### src/rtl/regfile_seq.sv
// Host-side sequencer for a 4 x 32-bit negedge register file: turns read, write and
// write-with-verify requests into posedge-timed bus cycles and returns one response each.
module regfile_seq #(
    parameter int D_SIZE = 31,
    parameter int A_W    = 2,
    parameter int ERR_W  = 8
) (
    input  logic              clk,
    input  logic              rst,
    input  logic              req_valid,
    output logic              req_ready,
    input  logic              req_wr,
    input  logic              req_verify,
    input  logic [A_W-1:0]    req_addr,
    input  logic [D_SIZE:0]   req_wdata,
    output logic              rsp_valid,
    input  logic              rsp_ready,
    output logic [D_SIZE:0]   rsp_data,
    output logic              rsp_err,
    output logic [ERR_W-1:0]  err_count,
    output logic [A_W-1:0]    bus_addr,
    output logic              bus_rw,
    output logic [D_SIZE:0]   bus_wdata,
    output logic              bus_oe,
    input  logic [D_SIZE:0]   bus_rdata
);

    typedef enum logic [1:0] {
        IDLE = 2'd0,
        WR   = 2'd1,
        RD   = 2'd2,
        RSP  = 2'd3
    } state_t;

    state_t             state_q;
    logic               verify_q;
    logic [A_W-1:0]     bus_addr_q;
    logic [D_SIZE:0]    bus_wdata_q;
    logic               bus_rw_q;
    logic               bus_oe_q;
    logic               rsp_valid_q;
    logic [D_SIZE:0]    rsp_data_q;
    logic               rsp_err_q;
    logic [ERR_W-1:0]   err_count_q;

    logic               mismatch_d;
    logic [ERR_W-1:0]   err_count_d;

    // bus_wdata_q doubles as the latched write data for the verify compare
    assign mismatch_d  = verify_q && (bus_rdata != bus_wdata_q);
    assign err_count_d = (mismatch_d && (err_count_q != '1)) ? err_count_q + ERR_W'(1) : err_count_q;

    always_ff @(posedge clk or posedge rst) begin
        if (rst) begin
            state_q     <= IDLE;
            verify_q    <= 1'b0;
            bus_addr_q  <= '0;
            bus_wdata_q <= '0;
            bus_rw_q    <= 1'b0;
            bus_oe_q    <= 1'b0;
            rsp_valid_q <= 1'b0;
            rsp_data_q  <= '0;
            rsp_err_q   <= 1'b0;
            err_count_q <= '0;
        end else begin
            case (state_q)
                IDLE: begin
                    if (req_valid) begin
                        bus_addr_q <= req_addr;
                        verify_q   <= req_wr & req_verify;
                        if (req_wr) begin
                            bus_wdata_q <= req_wdata;
                            bus_rw_q    <= 1'b1;
                            bus_oe_q    <= 1'b1;
                            state_q     <= WR;
                        end else begin
                            state_q <= RD;
                        end
                    end
                end
                WR: begin
                    bus_rw_q <= 1'b0;
                    bus_oe_q <= 1'b0;
                    if (verify_q) begin
                        state_q <= RD;
                    end else begin
                        rsp_data_q  <= '0;
                        rsp_err_q   <= 1'b0;
                        rsp_valid_q <= 1'b1;
                        state_q     <= RSP;
                    end
                end
                RD: begin
                    rsp_data_q  <= bus_rdata;
                    rsp_err_q   <= mismatch_d;
                    err_count_q <= err_count_d;
                    rsp_valid_q <= 1'b1;
                    state_q     <= RSP;
                end
                RSP: begin
                    if (rsp_ready) begin
                        rsp_valid_q <= 1'b0;
                        state_q     <= IDLE;
                    end
                end
                default: state_q <= IDLE;
            endcase
        end
    end

    assign req_ready = (state_q == IDLE) && !rst;
    assign rsp_valid = rsp_valid_q;
    assign rsp_data  = rsp_data_q;
    assign rsp_err   = rsp_err_q;
    assign err_count = err_count_q;
    assign bus_addr  = bus_addr_q;
    assign bus_rw    = bus_rw_q;
    assign bus_wdata = bus_wdata_q;
    assign bus_oe    = bus_oe_q;

endmodule

### config.mk
export PLATFORM = sky130hd
export DESIGN_NAME = regfile_seq
export DESIGN_NICKNAME = d
export VERILOG_FILES = /design/src/rtl/regfile_seq.sv
export SDC_FILE = /design/constraint.sdc
export NUM_CORES = 1
export LEC_CHECK = 0
export CORE_MARGIN = 4
export CORE_UTILIZATION = 42
export CTS_CLUSTER_DIAMETER = 100
export CTS_CLUSTER_SIZE = 24
export DETAILED_ROUTE_END_ITERATION = 10
export GPL_ROUTABILITY_DRIVEN = 0
export HOLD_SLACK_MARGIN = 0.03
export MAX_ROUTING_LAYER = met4
export PLACE_DENSITY = 0.86
export SETUP_SLACK_MARGIN = 0.1
export SLEW_MARGIN = 20
export SYNTH_ARGS = -nofsm -noshare
export SYNTH_HDL_FRONTEND = slang
export SYNTH_SLANG_ARGS = --single-unit
### constraint.sdc
create_clock -name clk -period 2.65 [get_ports clk]
set_input_delay 0.3975 -clock clk [delete_from_list [all_inputs] [get_ports clk]]
set_output_delay 0.3975 -clock clk [all_outputs]
set_load 0.01 [all_outputs]
==> impl_metrics.env, run 1 <==
export IMPL_dp_hpwl_mm=7.20
export IMPL_syn_area_sq_um=3470
export IMPL_antenna_found_initial=0
export IMPL_final_antenna_net_count=0
export IMPL_clock_latency_ns=0.34
export IMPL_worst_slew_pin_slew_ns=0.539
export IMPL_die_y_um=98.9
export IMPL_initial_core_util=0.440
export IMPL_max_slew_margin_rel=0.640
export IMPL_cp_startpoint="state_q[0]"
export IMPL_rrSetupSlack_ns=0.59
export IMPL_cts_resized=0
export IMPL_grt_total_usage=0.209
export IMPL_fin_cells=527
export IMPL_synth_cell_type_count=29
export IMPL_power_density_nw_per_um2=1190
export IMPL_fin_skew_ns=0.0136
export IMPL_drt_iter0_drc=88
export IMPL_syn_nets=342
export IMPL_leakagePower_nw=2.28
export IMPL_final_hold_viol_count=0
export IMPL_worstSetupEndpointType="output port"
export IMPL_fin_hold_ws_ns=0.454
export IMPL_fin_crit_ns=2.31
export IMPL_vias_per_cell=5.24
export IMPL_clock_path_buffers=2
export IMPL_antenna_cells_inserted=0
export IMPL_die_w_um=98.9
export IMPL_area_growth_pct=53.1
export IMPL_synth_area_leaders="dfrtp_1, mux2_2, xor2_1, a22o_1, ha_1"
export IMPL_netlist_top_cells_count="dfrtp_1, xor2_1, mux2_2"
export IMPL_core_area_sq_um=7890
export IMPL_power_mw=6.32
export IMPL_rsz0062_at_grt="no"
export IMPL_num_rows=32
export IMPL_numCtsBuffers=9
export IMPL_avgRoutedWirePerCell_um=18.4
export IMPL_cp_arrival_ns=1.91
export IMPL_die_area_sq_um=9780
export IMPL_totalWireLength_mm=9.71
export IMPL_path_buf_inv=3
export IMPL_syn_inst=265
export IMPL_postSynth_asyncResetShare=1.00
export IMPL_cp_data_required_time_ns=2.25
export IMPL_drc=0
export IMPL_reg2reg_from="bus_wdata[5]"
export IMPL_cap_violations=0
export IMPL_yosysMostFrequentCell="dfrtp_1"
export IMPL_syn_area_per_cell_sq_um=13.1
export IMPL_cts_hold_buffers=0
export IMPL_grt_ovfl_total=0
export IMPL_cpMostUsedCell="inv_1"
export IMPL_synth_top_area_share=0.577
export IMPL_clkTransAtPathRegs_ns=0.09
export IMPL_crit_family="buffers and inverters"
export IMPL_drive_gt1_frac=0.148
export IMPL_drv_slew=0
export IMPL_hp_class="in2async"
export IMPL_fin_nets=498
export IMPL_synth_edff_count=0
export IMPL_clock_root_buffer="clkbuf_8"
export IMPL_tritoncts="done"
export IMPL_worstPathMaxFanout=6
export IMPL_dpl_cell_count=512
export IMPL_ys_seq_area_frac=0.577
export IMPL_ys_warn_count=0
export IMPL_drtPass1Iterations=4
export IMPL_grt_pass1_vias=3065
export IMPL_vdd_ir_drop_max_mv=0.564
export IMPL_cts_htree_levels=3
export IMPL_postCtsSetupBuffers=0
export IMPL_crit_type="reg2out"
export IMPL_route_vias_total=2763
export IMPL_start_kind="flip-flop"
export IMPL_clock_sink_count=80
export IMPL_tns_ns=0
export IMPL_port_buffers=150
export IMPL_cp_cell_sequence="inv_1, ha_1, inv_1, nor2_1, clkdlybuf4s50_1"
export IMPL_fmax_ghz=0.434
export IMPL_yosysTopAreaCell="dfrtp_1"
export IMPL_fin_crit_sh=0.870
export IMPL_grt_max_degree=52
export IMPL_ys_ff_latch=80
export IMPL_cp_slowest_stage_delay_ns=0.55
export IMPL_io_pins=151
export IMPL_finalSetupViolCount=0
export IMPL_outcome="complete, no violations"
export IMPL_synth_ff_type="dfrtp_1"
export IMPL_grt_pass1_wl_mm=15.6
export IMPL_critical_path_slowest_cell="clkdlybuf4s50_1"
-- cell usage in the layout (no fill, tap or decap), drive strengths merged, types with 6 or more instances in the layout --
cell type / n
a21oi: 6
a22o: 32
buf: 6
clkbuf: 10
clkdlybuf4s50: 150
dfrtp: 80
inv: 6
mux2: 36
nand2: 14
nor4: 11
xor2: 38
-- metal layers --
metal	track usage	vias to the layer above	part of all wire
met5	-	-	0
met3	0.0495	15	0.060
met1	0.236	1375	0.40
met2	0.352	116	0.53
met4	0.0893	0	0.017
li1	-	1257	-
-- power breakdown --
part	switching [mW]	total [mW]	internal (mW)
registers	0.484	2.31	1.82
logic	1.35	3.16	1.81
clock network	0.426	0.856	0.430
-- area by class of cell --
type / instances / area (sq um)
clock buffers: 10 / 128
clock inverters: 5 / 58.8
fillers: 598 / 2580
inverters: 7 / 27.5
multi-input cells: 167 / 1410
flip-flops and latches: 80 / 2000
well taps: 102 / 128
repair buffers: 156 / 1560
-- path summary, 6_finish.rpt --
kind / end / depth (start not counted)
worst max register to register: err_count[1] / 7
min in group clk: rsp_err / 2
worst min register to register: rsp_err / 2
max in group asynchronous: bus_wdata[30] / 3
worst max-delay path: req_ready / 5
worst min-delay path: rsp_data[17] / 2
-- cell families after synthesis --
family | after synthesis | synth area share
simple gates | 43 | 0.0682
compound gates | 45 | 0.101
fa+ha+maj | 5 | 0.0180
mux | 36 | 0.118
buf+inv | 18 | 0.0213
flops | 80 | 0.577
xor+xnor | 38 | 0.0960
-- state kept, by name, summed over array words and instances (netlist names) --
name       count
rsp_err        1
state_q        2
rsp_valid      1
bus_wdata     32
err_count      8
bus_oe         1
verify_q       1
bus_addr       2
rsp_data      32
-- metrics by stage --
| step | instance area, sq um | util | worst slack (ns) |
|---|---|---|---|
| 2_1_floorplan | 3470 | - | 0.201 |
| 3_3_place_gp | 5120 | 0.650 | 0.0950 |
| 3_5_place_dp | 5120 | 0.650 | 0.143 |
| 4_1_cts | 5310 | 0.673 | 0.323 |
| 5_1_grt | 5310 | 0.673 | 0.231 |
| 6_report | 5310 | 0.673 | 0.344 |
Power figures use the tool's default switching activity.
==> run 2: changes to the inputs <==
- CAP_MARGIN: default -> 25
- CORE_UTILIZATION: 42 -> 38
- PLACE_DENSITY: 0.86 -> 0.82
- clock period: 2.65 -> 1.88 ns (I/O delays scaled with it)
==> run 2 against run 1 <==
Total power grew 50%. Die area up 9.6%. Worst hold slack got worse by 0.018 ns. Sequential power up 39%. Final cell count increased by 5.9%. Flip-flop and latch count unchanged. Setup slack got worse by 0.32 ns. Via count grew 2.1%. Register-to-register slack lost 0.57 ns. Largest power group unchanged. Highest routed layer unchanged.
==> impl_metrics.env, run 2 (synthesis results as in run 1) <==
export IMPL_outcome="complete, no violations"
export IMPL_max_slew_margin_rel=0.701
export IMPL_fillers=691
export IMPL_grt_pass1_wl_mm=16.4
export IMPL_worst_slew_pin_slew_ns=0.445
export IMPL_reg2reg_from="bus_wdata[16]"
export IMPL_avgRoutedWirePerCell_um=18.1
export IMPL_power_density_nw_per_um2=1700
export IMPL_clock_root_buffer="clkbuf_8"
export IMPL_drive_gt1_frac=0.218
export IMPL_worstSetupEndpointType="flip-flop"
export IMPL_vdd_ir_drop_max_mv=0.865
export IMPL_die_y_um=104
export IMPL_fin_skew_ns=0.0139
export IMPL_grt_pass1_vias=3136
export IMPL_antenna_found_initial=0
export IMPL_hp_class="in2async"
export IMPL_finalSetupViolCount=0
export IMPL_clkTransAtPathRegs_ns=0.09
export IMPL_vias_per_cell=5.06
export IMPL_numCtsBuffers=9
export IMPL_dpl_cell_count=539
export IMPL_die_w_um=104
export IMPL_grt_total_usage=0.195
export IMPL_core_area_sq_um=8810
export IMPL_cp_data_required_time_ns=2.10
export IMPL_fmax_ghz=0.538
export IMPL_rrSetupSlack_ns=0.02
export IMPL_area_growth_pct=61.4
export IMPL_drv_slew=0
export IMPL_grt_ovfl_total=0
export IMPL_fin_crit_sh=0.988
export IMPL_tns_ns=0
export IMPL_drtPass1Iterations=4
export IMPL_port_buffers=150
export IMPL_cap_violations=0
export IMPL_final_cell_mix="clkdlybuf4s50_1, dfrtp_1, xor2_1"
export IMPL_initial_core_util=0.394
export IMPL_io_pins=151
export IMPL_final_common_cell="clkdlybuf4s50_1"
export IMPL_dp_hpwl_mm=7.67
export IMPL_cp_arrival_ns=2.08
export IMPL_drt_iter0_drc=85
export IMPL_start_kind="flip-flop"
export IMPL_fin_crit_ns=1.86
export IMPL_drc=0
export IMPL_cts_htree_levels=3
export IMPL_cts_hold_buffers=0
export IMPL_multiInputGateArea_sq_um=1450
export IMPL_num_rows=34
export IMPL_final_antenna_net_count=0
export IMPL_grt_max_degree=81
export IMPL_die_area_sq_um=10700
export IMPL_final_hold_viol_count=0
export IMPL_clock_sink_count=80
export IMPL_antenna_cells_inserted=0
export IMPL_crit_type="reg2reg"
export IMPL_seq_area_sq_um=2000
export IMPL_route_vias_total=2821
export IMPL_rsz0062_at_grt="yes"
export IMPL_clock_path_buffers=2
export IMPL_tritoncts="done"
export IMPL_cp_startpoint="bus_wdata[16]"
export IMPL_leakagePower_nw=2.43
export IMPL_fin_nets=523
export IMPL_worstPathMaxFanout=3
export IMPL_clock_latency_ns=0.34
export IMPL_fin_cells=558
export IMPL_totalWireLength_mm=10.1
run 2: critical path, cell delays in order, from the launching register on:
cell and delay (ns):
dfrtp_1 0.41, xor2_1 0.18, nor4_2 0.31, buf_4 0.16, nand4_1 0.14, nor2_4 0.17
nor3_2 0.07, mux2_4 0.30
run 2: what timing repair did:
action	CTS	global route
pin swaps	2	0
gates resized for setup	4	8
setup endpoints to repair	10	29
setup buffers	2	2
cloned	0	0
run 2: through the flow:
step                hold WS [ns]  area, sq um   util  total power, mW  worst slack [ns]
floorplan                  0.415         3470      -             5.31             0.145
global placement           0.487         5310  0.602             7.87            -0.454
detailed placement         0.490         5310  0.602             8.02            -0.390
CTS                        0.461         5570  0.632             9.55            0.0416
global route               0.482         5600  0.636             10.1           -0.0463
finish                     0.436         5600  0.636             9.51            0.0224
run 2: path summary, 6_finish.rpt:
| path | endpoint | cells past startpoint |
|---|---|---|
| setup / recovery | err_count[1] | 7 |
| hold / removal | rsp_valid | 3 |
| setup reg to reg | err_count[1] | 7 |
| hold reg to reg | rsp_data[3] | 1 |
| max in group asynchronous | bus_wdata[13] | 3 |
| min in group clk | rsp_data[3] | 1 |
run 2: metal layers:
metal	vias up	part of all wire	global-route usage	wire, um
met1	1399	0.41	0.234	4150
met2	105	0.52	0.334	5220
met5	-	0	-	0
li1	1308	-	-	-
met4	0	0.012	0.0532	121
met3	9	0.059	0.0454	590
run 2: report_power, final:
| part | internal (mW) | total (mW) | switching, mW |
|---|---|---|---|
| sequential | 2.57 | 3.22 | 0.650 |
| combinational | 2.79 | 4.85 | 2.05 |
| clock | 0.819 | 1.44 | 0.626 |
run 2: area by class of cell:
type / instances / area share
tap: 108 / 0.0241
inverter: 7 / 0.00536
multi-input combinational: 167 / 0.258
clock buffer: 11 / 0.0270
sequential: 80 / 0.358
clock inverter: 4 / 0.0136
timing repair buffer: 181 / 0.314
